==> config.mk <==
export PLATFORM = sky130hd
export DESIGN_NAME = bidim_rr_arb
export DESIGN_NICKNAME = d
export VERILOG_FILES = /design/src/rtl/bidim_rr_arb_pkg.sv /design/src/rtl/bidim_mux.sv /design/src/rtl/bidim_rr_arb.sv
export SDC_FILE = /design/constraint.sdc
export NUM_CORES = 1
export LEC_CHECK = 0
export ABC_CLOCK_PERIOD_IN_PS = 1800
export CORE_UTILIZATION = 36
export CTS_BUF_LIST = sky130_fd_sc_hd__clkbuf_16
export DETAILED_ROUTE_END_ITERATION = 7
export PLACE_DENSITY_LB_ADDON = 0.08
export SLEW_MARGIN = 20
export SYNTH_ARGS = -nofsm -noshare
export SYNTH_HDL_FRONTEND = slang
export SYNTH_SLANG_ARGS = --single-unit
==> constraint.sdc <==
create_clock -name clk -period 1.8 [get_ports clk]
set_input_delay 0.27 -clock clk [delete_from_list [all_inputs] [get_ports clk]]
set_output_delay 0.27 -clock clk [all_outputs]
set_load 0.1 [all_outputs]
==> src/rtl/bidim_rr_arb_pkg.sv <==
// Shared types and helpers for the round-robin lane arbiter.
package bidim_rr_arb_pkg;

  // Occupancy of the single output register slot.
  typedef enum logic {
    SLOT_EMPTY = 1'b0,
    SLOT_FULL  = 1'b1
  } slot_state_t;

  // Index that follows idx in a ring of depth entries (wraps to 0 after depth-1).
  function automatic int wrap_next(input int idx, input int depth);
    return (idx == depth - 1) ? 0 : idx + 1;
  endfunction

endpackage

==> src/rtl/bidim_mux.sv <==
// Lane selector: returns the WIDTH-bit lane addressed by sel from a packed lane bus.
module bidim_mux #(
  parameter int WIDTH = 2,
  parameter int DEPTH = 4
) (
  input  logic [WIDTH*DEPTH-1:0]     in_data,
  input  logic [$clog2(DEPTH)-1:0]   sel,
  output logic [WIDTH-1:0]           out_data
);

  localparam int SEL_WIDTH = $clog2(DEPTH);

  // Pick the addressed lane; an index past the last lane yields zero.
  always_comb begin
    out_data = '0;
    for (int i = 0; i < DEPTH; i++) begin
      if (sel == SEL_WIDTH'(i)) begin
        out_data = in_data[i*WIDTH +: WIDTH];
      end
    end
  end

endmodule

==> src/rtl/bidim_rr_arb.sv <==
// Round-robin arbiter feeding one registered output slot with valid/ready on both sides.
module bidim_rr_arb
  import bidim_rr_arb_pkg::*;
#(
  parameter int WIDTH = 2,
  parameter int DEPTH = 4
) (
  input  logic                       clk,
  input  logic                       rst_n,
  input  logic [WIDTH*DEPTH-1:0]     in_data,
  input  logic [DEPTH-1:0]           in_valid,
  output logic [DEPTH-1:0]           in_ready,
  output logic [WIDTH-1:0]           out_data,
  output logic [$clog2(DEPTH)-1:0]   out_sel,
  output logic                       out_valid,
  input  logic                       out_ready
);

  localparam int SEL_WIDTH  = $clog2(DEPTH);
  localparam int TOTAL_BITS = WIDTH * DEPTH;

  slot_state_t            state_q;
  slot_state_t            state_d;
  logic [SEL_WIDTH-1:0]   ptr_q;
  logic [SEL_WIDTH-1:0]   ptr_d;
  logic [SEL_WIDTH-1:0]   grant;
  logic [SEL_WIDTH-1:0]   grant_hi;
  logic [SEL_WIDTH-1:0]   grant_lo;
  logic                   found_hi;
  logic                   any_valid;
  logic                   loadable;
  logic                   load;
  logic [TOTAL_BITS-1:0]  lane_bus;
  logic [WIDTH-1:0]       mux_data;

  assign lane_bus  = in_data;
  assign any_valid = |in_valid;
  // Reset blocks loading so nothing is accepted during a reset cycle.
  assign loadable  = rst_n && ((state_q == SLOT_EMPTY) || out_ready);
  assign load      = loadable && any_valid;
  assign ptr_d     = SEL_WIDTH'(wrap_next(int'(grant), DEPTH));

  // Round-robin search: lowest valid lane at or above ptr, otherwise lowest valid lane overall.
  always_comb begin
    found_hi = 1'b0;
    grant_hi = '0;
    grant_lo = '0;
    for (int i = DEPTH - 1; i >= 0; i--) begin
      if (in_valid[i]) begin
        grant_lo = SEL_WIDTH'(i);
        if (SEL_WIDTH'(i) >= ptr_q) begin
          found_hi = 1'b1;
          grant_hi = SEL_WIDTH'(i);
        end
      end
    end
    grant = found_hi ? grant_hi : grant_lo;
  end

  bidim_mux #(
    .WIDTH (WIDTH),
    .DEPTH (DEPTH)
  ) u_mux (
    .in_data  (lane_bus),
    .sel      (grant),
    .out_data (mux_data)
  );

  // Slot state register.
  always_ff @(posedge clk) begin
    if (!rst_n) begin
      state_q <= SLOT_EMPTY;
    end else begin
      state_q <= state_d;
    end
  end

  // Slot fills on a grant, empties when it can load but nobody requests, otherwise holds.
  always_comb begin
    state_d = state_q;
    if (loadable) begin
      state_d = any_valid ? SLOT_FULL : SLOT_EMPTY;
    end
  end

  // Handshake outputs: one-hot accept for the granted lane only in a loading cycle.
  always_comb begin
    out_valid = (state_q == SLOT_FULL);
    in_ready  = '0;
    for (int i = 0; i < DEPTH; i++) begin
      in_ready[i] = load && (grant == SEL_WIDTH'(i));
    end
  end

  // Output word, source index and round-robin pointer update only on a grant.
  always_ff @(posedge clk) begin
    if (!rst_n) begin
      out_data <= '0;
      out_sel  <= '0;
      ptr_q    <= '0;
    end else if (load) begin
      out_data <= mux_data;
      out_sel  <= grant;
      ptr_q    <= ptr_d;
    end
  end

endmodule

==> impl_summary.md <==
Outcome
The flow ran to the end, but the final reports show violations. The final reports fail on negative setup slack.

Global route
In the global route stage, overall resource usage came out at 29.8%. The pin count of the biggest net entering global routing is 13. The via count of the first global-routing pass is 651. The first global-routing pass estimated 3080 um of wire. The total overflow left after global routing is 0. The number of antenna violations at the first check in global routing is 0.

Placement
The cell area after placement is 955 um^2. The placer's final routability congestion estimate is 0.840. After legalization and detailed placement, the total HPWL measured 1250 um. OpenSTA, run right after detailed placement, puts the worst setup slack at -655 ps. The number of port buffers is 23.

Timing
Setup violations remaining at the end of the flow were counted as 7. The slew of the pin with the lowest slew margin is 308 ps. Setup repair after global routing could not meet its margin everywhere.

In the post-route analysis, the smallest setup slack over all paths is -221 ps. The number of max-slew violations in the final report is 0. The final period utilization is 112%. The time the worst path needs with I/O delays and setup is 2020 ps.

Final hold analysis gives a worst-case slack of 545 ps. For the final database, setup skew stands at 4.31 ps. The final hold violation count is 0. The highest attainable clock frequency is a little under 500 MHz. In this run the tightest slew margin relative to its limit is 79.4%.

Finish
The antenna cell count is 0. Relative to the synthesized area, the layout overhead comes to 114%. The storage element area is about 150 um^2. Of the cells placed in the final design, the portion with a size suffix greater than 1 is 53.7%. The count of fill cells added during filler insertion is 65. For this run, the post-layout net count is 128. At the end of the flow the core is filled with cells to 86.7%. The area used by multi-input combinational logic is 495 um^2. The finished cells cover 1170 um^2.

Worst hold path
The worst hold path begins at out_data[1]. The type of the worst min-delay path is flop to flop. Counting instances, the worst hold path has a depth of 1. The sink of the worst hold path is out_data[1].

CTS
TritonCTS built the clock tree. The TritonCTS sink count is 7. The cell chosen for the clock root is sky130_fd_sc_hd__clkbuf_16. Buffers inserted to repair hold after CTS numbered 0. The number of H-tree levels is 1.

The maximum buffer depth of the clock tree is 2. Clock tree synthesis inserted a total of 3 buffers. The insertion delay to the later sink of the worst-skew pair is 240 ps. Clock-pin slew was measured on the worst setup and hold paths at 40 ps.

Drt
The post-detailed-route DRC marker count is 0. The initial detailed-routing violation count is 46. The remaining number of nets flagged by the antenna check after routing is 0. After detailed routing, the average wire length per cell comes to 18.8 um. The first detailed-routing pass took 4 iterations.

The post-detailed-route via-to-cell ratio is 6.07. The routed layout has around 750 vias. For this block, the routed nets add up to approximately 2300 um of wire.

Synth
The post-synthesis cell count is 63. The synthesized netlist devotes 9.15% of its cell area to adder and majority cells. The area share of the largest cell type after synthesis is 25.6%. Sorting the synthesized cells by how often they occur yields sky130_fd_sc_hd__dfxtp_1 (7), sky130_fd_sc_hd__and2_1 (4), sky130_fd_sc_hd__ha_1 (4), sky130_fd_sc_hd__inv_1 (4).

The number of unique standard cell types used by synthesis is 33. The number of nets in the synthesized netlist is 82. Summing the areas of all and, or, nand and nor instances in the mapped netlist gives 29.7% of the synthesized area.

The synthesized design contains 0 enable-type register cells. The share of flip-flops with an asynchronous set or reset is 0%. The sequential-to-total area share from yosys stat is 25.6%.

The most used flip-flop cell after synthesis is sky130_fd_sc_hd__dfxtp_1. By area the synthesized netlist is led by sky130_fd_sc_hd__dfxtp_1 (26%), sky130_fd_sc_hd__ha_1 (9.2%), sky130_fd_sc_hd__and2_1 (4.6%). The synthesized netlist devotes 27.2% of its cell area to compound gates. The largest family of logic cells by synthesized area is simple AND/OR/NAND/NOR gates. The average footprint of a synthesized cell is between 8 and 9 um^2. Multiplexer cells account for 1.83% of the synthesized area.

The warning count from the yosys run is 0. The synthesized netlist occupies a cell area of around 550 um^2. The cell taking the most area after synthesis is sky130_fd_sc_hd__dfxtp_1. The most common cell in the synthesized netlist is sky130_fd_sc_hd__dfxtp_1. The number of flip-flops and latches in the synthesized netlist is 7. Of the total synthesized cell area, the portion taken by XOR and XNOR cells is 0%.

Worst setup path
The startpoint identified for the worst register-to-register timing path is ptr_q[1]. The worst reg-to-reg setup slack is -220 ps. The endpoint identified for the worst register-to-register timing path is out_data[0]. STA classifies the critical path startpoint as a flop. The critical-path maximum fanout is 5. Data on the critical path arrives at its endpoint at 2200 ps. The critical path required time is ~2000 ps. The worst setup path is captured at a flop. The worst reg-to-reg path cell count is 8. The setup path with the least slack is of type flop to flop.

Power
The maximum resistive drop on vdd is 0.586 mV. The internal power of the cells totals approximately 680 uW. The net switching power is between 300 and 400 uW. Per report_power, the sequential group accounts for 17.6% of the total. For this design the ratio of total power to cell area is about 910 nW/um^2. The combinational power share is 45.3%. The portion of total power attributed to the clock network is 37.1%. After layout, the design draws a total of 1.07 mW. The analysis attributes to cell leakage a power of 0.494 nW. Net switching is 36.7% of the power.

Floorplanning
The area of the core region is 1350 um^2. The floorplan step set the die width to about 40 um. The I/O pin total is 24. The die height is 41.0 um.

The starting density of the core is roughly two fifths. The floorplan row count is 13. The area enclosed by the die boundary is 1680 um^2.

Job
The max-capacitance violation count is 0.
==> power by group through the flow <==
| stage | Sequential [mW] | Combinational [mW] | Clock (mW) |
|---|---|---|---|
| after CTS | 0.186 | 0.440 | 0.392 |
| after floorplan | 0.261 | 0.169 | 0 |
| final | 0.188 | 0.484 | 0.396 |
| after global routing | 0.190 | 0.508 | 0.407 |
| after global placement | 0.185 | 0.383 | 0 |
| after detailed placement | 0.186 | 0.386 | 0 |
==> layout by cell type, fill, tap and decap left out, types with 2 or more instances in the layout <==
cell type,instances
sky130_fd_sc_hd__nand3b_1,2
sky130_fd_sc_hd__dfxtp_4,2
sky130_fd_sc_hd__a21oi_1,3
sky130_fd_sc_hd__inv_1,4
sky130_fd_sc_hd__clkdlybuf4s50_1,10
sky130_fd_sc_hd__clkbuf_16,3
sky130_fd_sc_hd__a221oi_2,2
sky130_fd_sc_hd__nand4_1,3
sky130_fd_sc_hd__buf_4,25
sky130_fd_sc_hd__o211ai_1,3
sky130_fd_sc_hd__dfxtp_1,4
sky130_fd_sc_hd__buf_12,4
sky130_fd_sc_hd__nor2b_1,2
sky130_fd_sc_hd__nand2b_1,2
sky130_fd_sc_hd__nand2_1,3
sky130_fd_sc_hd__and2_4,4
sky130_fd_sc_hd__o221a_1,2
sky130_fd_sc_hd__ha_4,4
==> metrics by stage <==
| stage | TNS (ps) | std cells |
|---|---|---|
| after floorplan | -65.3 | 63 |
| after global placement | -4040 | 113 |
| after detailed placement | -4510 | 113 |
| after CTS | -994 | 122 |
| after global routing | -1610 | 123 |
| final | -1240 | 123 |
==> logic make-up (layout without fill, tap and decap cells) <==
family,after synthesis,in the layout
buffers and inverters,7,52
multiplexers,1,1
AO/OA/AOI/OAI,19,19
adder cells (fa/ha/maj),4,4
AND/OR/NAND/NOR,25,25
flip-flops,7,7
==> layout make-up <==
cell class                 instances  area share, %
timing repair buffer              44           35.4
tap                               15           1.60
inverter                           4           1.28
sequential                         7           12.7
clock inverter                     1          0.321
multi-input combinational         49           42.3
clock buffer                       3           6.41
==> critical path: stages (launching register included) <==
cell                       delay, ps
sky130_fd_sc_hd__dfxtp_4         360
sky130_fd_sc_hd__or3b_4          390
sky130_fd_sc_hd__o221ai_4        120
sky130_fd_sc_hd__inv_2           120
sky130_fd_sc_hd__ha_4            190
sky130_fd_sc_hd__buf_4           130
sky130_fd_sc_hd__nand3b_1        160
sky130_fd_sc_hd__a221oi_2        260
sky130_fd_sc_hd__o221a_1         220
==> worst max-delay path by stage <==
stage / slack (ps) / end / depth (start not counted) / start
after floorplan: -30 / in_ready[0] / 5 / ptr_q[1]
after global placement: -580 / out_data[1] / 8 / in_valid[2]
after detailed placement: -660 / out_data[1] / 8 / in_valid[2]
after CTS: -180 / in_ready[2] / 5 / ptr_q[1]
after global routing: -290 / out_data[0] / 8 / ptr_q[1]
final: -220 / out_data[0] / 8 / ptr_q[1]
==> registers in the layout, summed over array words and instances, names as in the netlist <==
name	count
ptr_q	2
out_data	2
out_valid	1
out_sel	2
==> layer usage <==
metal	vias up	part of all wire, %	global-route usage (%)
met5	-	0	0
met4	0	4.4	22.5
met3	12	7.2	7.61
met2	43	50	48.0
met1	358	38	33.1
li1	334	-	-
==> what timing repair did <==
| action | in CTS | in global routing |
|---|---|---|
| pin swaps | 8 | 1 |
| setup endpoints to repair | 8 | 7 |
| resized for setup | 28 | 4 |
| setup buffers | 5 | 1 |
Note: power is estimated with default switching activity, not from simulation.
==> patch 1, RTL diff (same settings) <==
`DEPTH` is set to 4 in 2 places; all go to 8.
--- a/src/rtl/bidim_mux.sv
+++ b/src/rtl/bidim_mux.sv
@@ -2,5 +2,5 @@
 module bidim_mux #(
   parameter int WIDTH = 2,
-  parameter int DEPTH = 4
+  parameter int DEPTH = 8
 ) (
   input  logic [WIDTH*DEPTH-1:0]     in_data,
--- a/src/rtl/bidim_rr_arb.sv
+++ b/src/rtl/bidim_rr_arb.sv
@@ -4,5 +4,5 @@
 #(
   parameter int WIDTH = 2,
-  parameter int DEPTH = 4
+  parameter int DEPTH = 8
 ) (
   input  logic                       clk,
Ports: changed (resized in_data, in_ready, in_valid and out_sel); port bits go from 24 to 41. The function was not compared with the original's and may differ.
==> patch 1 against the unedited design <==
The flow still finishes with violations (setup timing). Cell area rose by 110%. Sequential cell count is 2 higher. Utilization is 11 points higher. Routed wire length rose to 3.1 times the old value. Via count grew 140%. Power rose to 3.8 times the old value. Non-clock buffer count rose by 61. Hold slack lost 33 ps. Maximum frequency is 24% lower. Area after synthesis rose by 81%. Setup slack got worse by 620 ps. Count of clock-buffer cells in the layout did not move. Die area is 77% higher.
==> patch 1: results (changes against the unedited design) <==
clk root buf clkbuf_16; share of flip-flops with an asynchronous set or reset 0 (unchanged); placed cell areas 0.001857 mm² (+94%); Commonest cells post-synth 11 x nor2_1, 10 x nand2_1, 9 x dfxtp_1; antenna violations before repair 0 (unchanged); global-route usage over all layers 0.4315 (+0.1333); Detailed Route Iter0 Violations 158 (+240%); via count 1783 (+140%); share of layout cells above drive strength 1 0.6638 (+0.1268); Worst-Margin Slew 510.1 ps (+201.6 ps); Setup Viol. Count Final 16 (+9); H-tree Lvls 1 (unchanged); Clock Skew 4.458 ps (+0.1465 ps); largest net degree at the start of global routing 10 (-3); Worst-path clk slew 40 ps (about the same); synth warn 0 (unchanged); Gate Count Post-Synth 130 (+110%); top flop regs out_sel: 3 flops, ptr_q: 3 flops, out_data: 2 flops; Worst-Skew Late Latency 240 ps (about the same); clk buf depth 2 (unchanged); register area share after synthesis 0.1818 (-0.07447); vias in the first global route 1597 (+150%); worst vdd ir 1808 µV (+210%); CP endpoint kind flop; failing checks setup timing; CTS buffer count 3 (unchanged); leakage power 1.059 nW (+110%); first-pass GRT wire length 8.549 mm (+180%); top_reg_cell synth dfxtp_1; CP Data Arrival Time 2750 ps (+550 ps); Synth area leaders dfxtp_1 18%, ha_1 7.6%, and2_1 4.4%; non-filler instance count after layout 265 (+120%); syn nets 163 (+99%); max-cap violations 0 (unchanged); port bufs 40 (+74%); Cell variety after synth 44 (+33%); min-delay worst type reg -> reg; Inst Count DP 232 (+110%); min setup slack post-route -842.8 ps (-621.5 ps); gpl congestion 0.8614 (+2.5%); wirelength, routed 7.088 mm (+210%); Fill cells 39 (-40%); DRT Pass-1 Iters 5 (+1); antenna fix cells 0 (unchanged); outcome finished, violations left; CP Max Fanout 6 (+1); Final HPWL DP 2.837 mm (+130%)
## patch 1: cell count changes in the layout (fill, tap and decap cells not counted), sizes merged, moves of 4 or more
cell | unedited run | this run
nand2 | 3 | 10
a211oi | 0 | 5
buf | 31 | 86
nor3 | 0 | 4
o21ai | 1 | 7
nand2b | 2 | 7
and3 | 1 | 5
clkdlybuf4s50 | 10 | 18
nor2 | 1 | 12
## patch 1: critical path: stages, from the launching register on
cell and delay, ps:
dfxtp_4 400, buf_6 140, nand2_2 70, a211oi_2 260, o32ai_2 140, o31ai_4 100
nand2_2 130, buf_4 160, ha_4 170, buf_4 150, a221oi_4 330, o31ai_2 120
a311oi_2 230, o21ai_1 110
## patch 1: repair_timing
item                       4_1_cts  5_1_grt
gates resized for setup         98       23
setup endpoints to repair       16       16
pin swaps                       27        9
buffers inserted                22        9
hold buffers                     0        0
## patch 1: logic make-up (layout without fill, tap and decap cells)
family                     count (synthesis)  in the layout  synth area share
buffers and inverters                     10            115           0.04167
and+or+nand+nor                           62             62            0.3586
AOI/OAI and AO/OA                         43             43            0.3422
DFF                                        9              9            0.1818
adders and majority gates                  6              6           0.07576
## patch 1: layout make-up
cell class	count	area, µm²	area share
clock buffers	3	75.07	0.03024
repair buffers	105	1030	0.4148
well taps	30	37.54	0.01512
inverters	6	27.53	0.01109
flip-flops and latches	9	192.7	0.07762
clock inverters	1	3.754	0.001512
multi-input cells	111	1116	0.4496
## patch 1: layer usage
layer	vias up	global-route usage	share of wire
met3	80	0.1917	0.12
met1	817	0.4877	0.34
met4	0	0.2650	0.087
met5	-	0	0
met2	182	0.6585	0.46
li1	704	-	-
## patch 1: path summary, 6_finish.rpt
check | startpoint | endpoint | slack [ps] | cells past startpoint
worst min register to register | out_sel[1] | out_sel[1] | 510 | 2
worst max register to register | ptr_q[1] | out_data[0] | -840 | 13
worst min-delay path | out_sel[1] | out_sel[1] | 510 | 2
worst max-delay path | ptr_q[1] | out_data[0] | -840 | 13
## patch 1: report_power, final
group / internal [mW] / switching, mW / total [mW] / leakage, nW
registers: 0.283 / 0.105 / 0.388 / 0.0764
clock network: 0.291 / 0.106 / 0.397 / 0.0423
logic: 1.46 / 1.77 / 3.22 / 0.940
total: 2.03 / 1.98 / 4.01 / 1.06
## patch 1: stage by stage
step	setup WS, ps	TNS [ps]	hold slack (ps)
final	-842.8	-9196	512.2
after global routing	-910.4	-9987	590.8
after CTS	-647.4	-7010	484.9
after detailed placement	-1233	-14840	501.9
after global placement	-1134	-14100	502.3
after floorplan	-757.9	-5716	487.4
==> patch 2, RTL diff (same flow settings) <==
Without the edit above. Reset style: asynchronous (`rst_n`), changed in 2 clocked blocks.
--- a/src/rtl/bidim_rr_arb.sv
+++ b/src/rtl/bidim_rr_arb.sv
@@ -68,5 +68,5 @@
 
   // Slot state register.
-  always_ff @(posedge clk) begin
+  always_ff @(posedge clk or negedge rst_n) begin
     if (!rst_n) begin
       state_q <= SLOT_EMPTY;
@@ -94,5 +94,5 @@
 
   // Output word, source index and round-robin pointer update only on a grant.
-  always_ff @(posedge clk) begin
+  always_ff @(posedge clk or negedge rst_n) begin
     if (!rst_n) begin
       out_data <= '0;
Formal check against the unedited RTL: differs if rst_n is asserted again (counterexample within 4 cycles, from zero or initial values and one cycle with rst_n low); with rst_n held inactive, the same outputs for 10 cycles.
==> patch 2 against the unedited design <==
The flow still finishes with violations (setup timing). Cell area is 6.2% lower. Non-clock buffer count fell by 7. Area after synthesis increased by 2.3%. Sequential share of layout area rose by 3.8 points. Routed wire length down 22%. Setup slack worse by 19 ps. Sequential cell count unchanged. Final cell count shrank 9.8%. Critical path type is now reg -> out.
Power is not compared: it rests on default switching activity, and its combinational part moved more than twofold at a synthesized area within 25%.
==> patch 2: results (changes against the unedited design) <==
outcome finished, violations left; failing checks setup timing; adder-cell share of the synthesized area 0.08949 (-0.002048); Sw Ratio 0.4727; CP Max Fanout 7 (+2); share of layout cells above drive strength 1 0.5208 (-0.01620); Worst-Margin Slew 361.7 ps (+53.23 ps); M1 WL 772 µm (-13%); source of the critical timing path ptr_q[1]; Post-Synth XOR/XNOR Area 0 (unchanged); P_comb 1.23 mW; Compound-Gate Fraction of Synth Area 0.2349 (-0.03741); GRT met1 Usage 0.2466 (-0.08452); top_reg_cell synth dfrtp_1; antenna violations before repair 0 (unchanged); share of flip-flops with an asynchronous set or reset 1.000 (+1.000); final number of hold-violating endpoints 0 (unchanged); min setup slack post-route -240.0 ps (-18.77 ps); Final HPWL DP 1.084 mm (-13%); R2R setup slack -180 ps (+40 ps); Synth area leaders dfrtp_1 31%, ha_1 8.9%, a31oi_1 5.6%; Clock Skew 2.678 ps (-1.633 ps); largest net degree at the start of global routing 15 (+2); Detailed Route Iter0 Violations 13 (-72%); gpl congestion 0.7773 (-7.5%); syn nets 78 (-4.9%); via/cell ratio 5.577 (-8.2%); worst vdd ir 940.6 µV; post-synthesis mux area share 0.04474 (+0.02644); RR Endpoint out_data[1]; CTS buffer count 3 (unchanged); Place WS -485.4 ps (+170.0 ps); crit path to in_ready[3]; hold_ws 382.4 ps (-162.9 ps); register area share after synthesis 0.3132 (+0.05691); Cell variety after synth 28 (-15%); CP Data Arrival Time 1770 ps (-430 ps); vias in the first global route 600 (-7.8%); clk root buf clkbuf_16; Setup Viol. Count Final 6 (-1); met3 Usage GRT 0.04783 (-0.02826); nets@finish 116 (-9.4%); global-route usage over all layers 0.2184 (-0.07979); port bufs 23 (unchanged); met2 wire len 905 µm (-22%); DRT Pass-1 Iters 4 (unchanged); synth warn 0 (unchanged); Commonest cells post-synth 7 x dfrtp_1, 5 x a31oi_1; Routed wire per std cell 16.32 µm (-13%); Fill cells 96 (+48%); WL met3 82 µm (-51%); placed cell areas 933.4 µm² (-2.2%); M2 GR Usage 0.3688 (-0.1117); Worst-path clk slew 40 ps (about the same); min-delay worst type in -> async; first-pass GRT wire length 2.835 mm (-7.9%)
==> patch 2: final cells by class <==
class / instances / share of cell area
inverters: 4 / 0.01595
flip-flops and latches: 7 / 0.1651
clock buffers: 3 / 0.06834
repair buffers: 37 / 0.3405
well taps: 15 / 0.01708
clock inverters: 1 / 0.003417
multi-input cells: 44 / 0.3895
==> patch 2: stage by stage <==
step	setup TNS, ps	instances	utilization
2_1_floorplan	0	59	-
4_1_cts	-1094	109	0.7894
3_3_place_gp	-3386	102	0.6832
3_5_place_dp	-3796	102	0.6832
6_report	-1227	111	0.8040
5_1_grt	-1511	111	0.8040
==> patch 2: critical path, cell delays in order (launching register included) <==
cell	delay, ps
dfrtp_2	460
or3b_4	390
o221a_4	160
ha_2	220
and2_4	150
buf_12	160
==> patch 2: what timing repair did <==
item	in CTS	in global routing
pin swaps	8	2
setup buffers	3	2
endpoints found under the setup margin	8	6
hold buffers	0	0
gates resized for setup	15	2
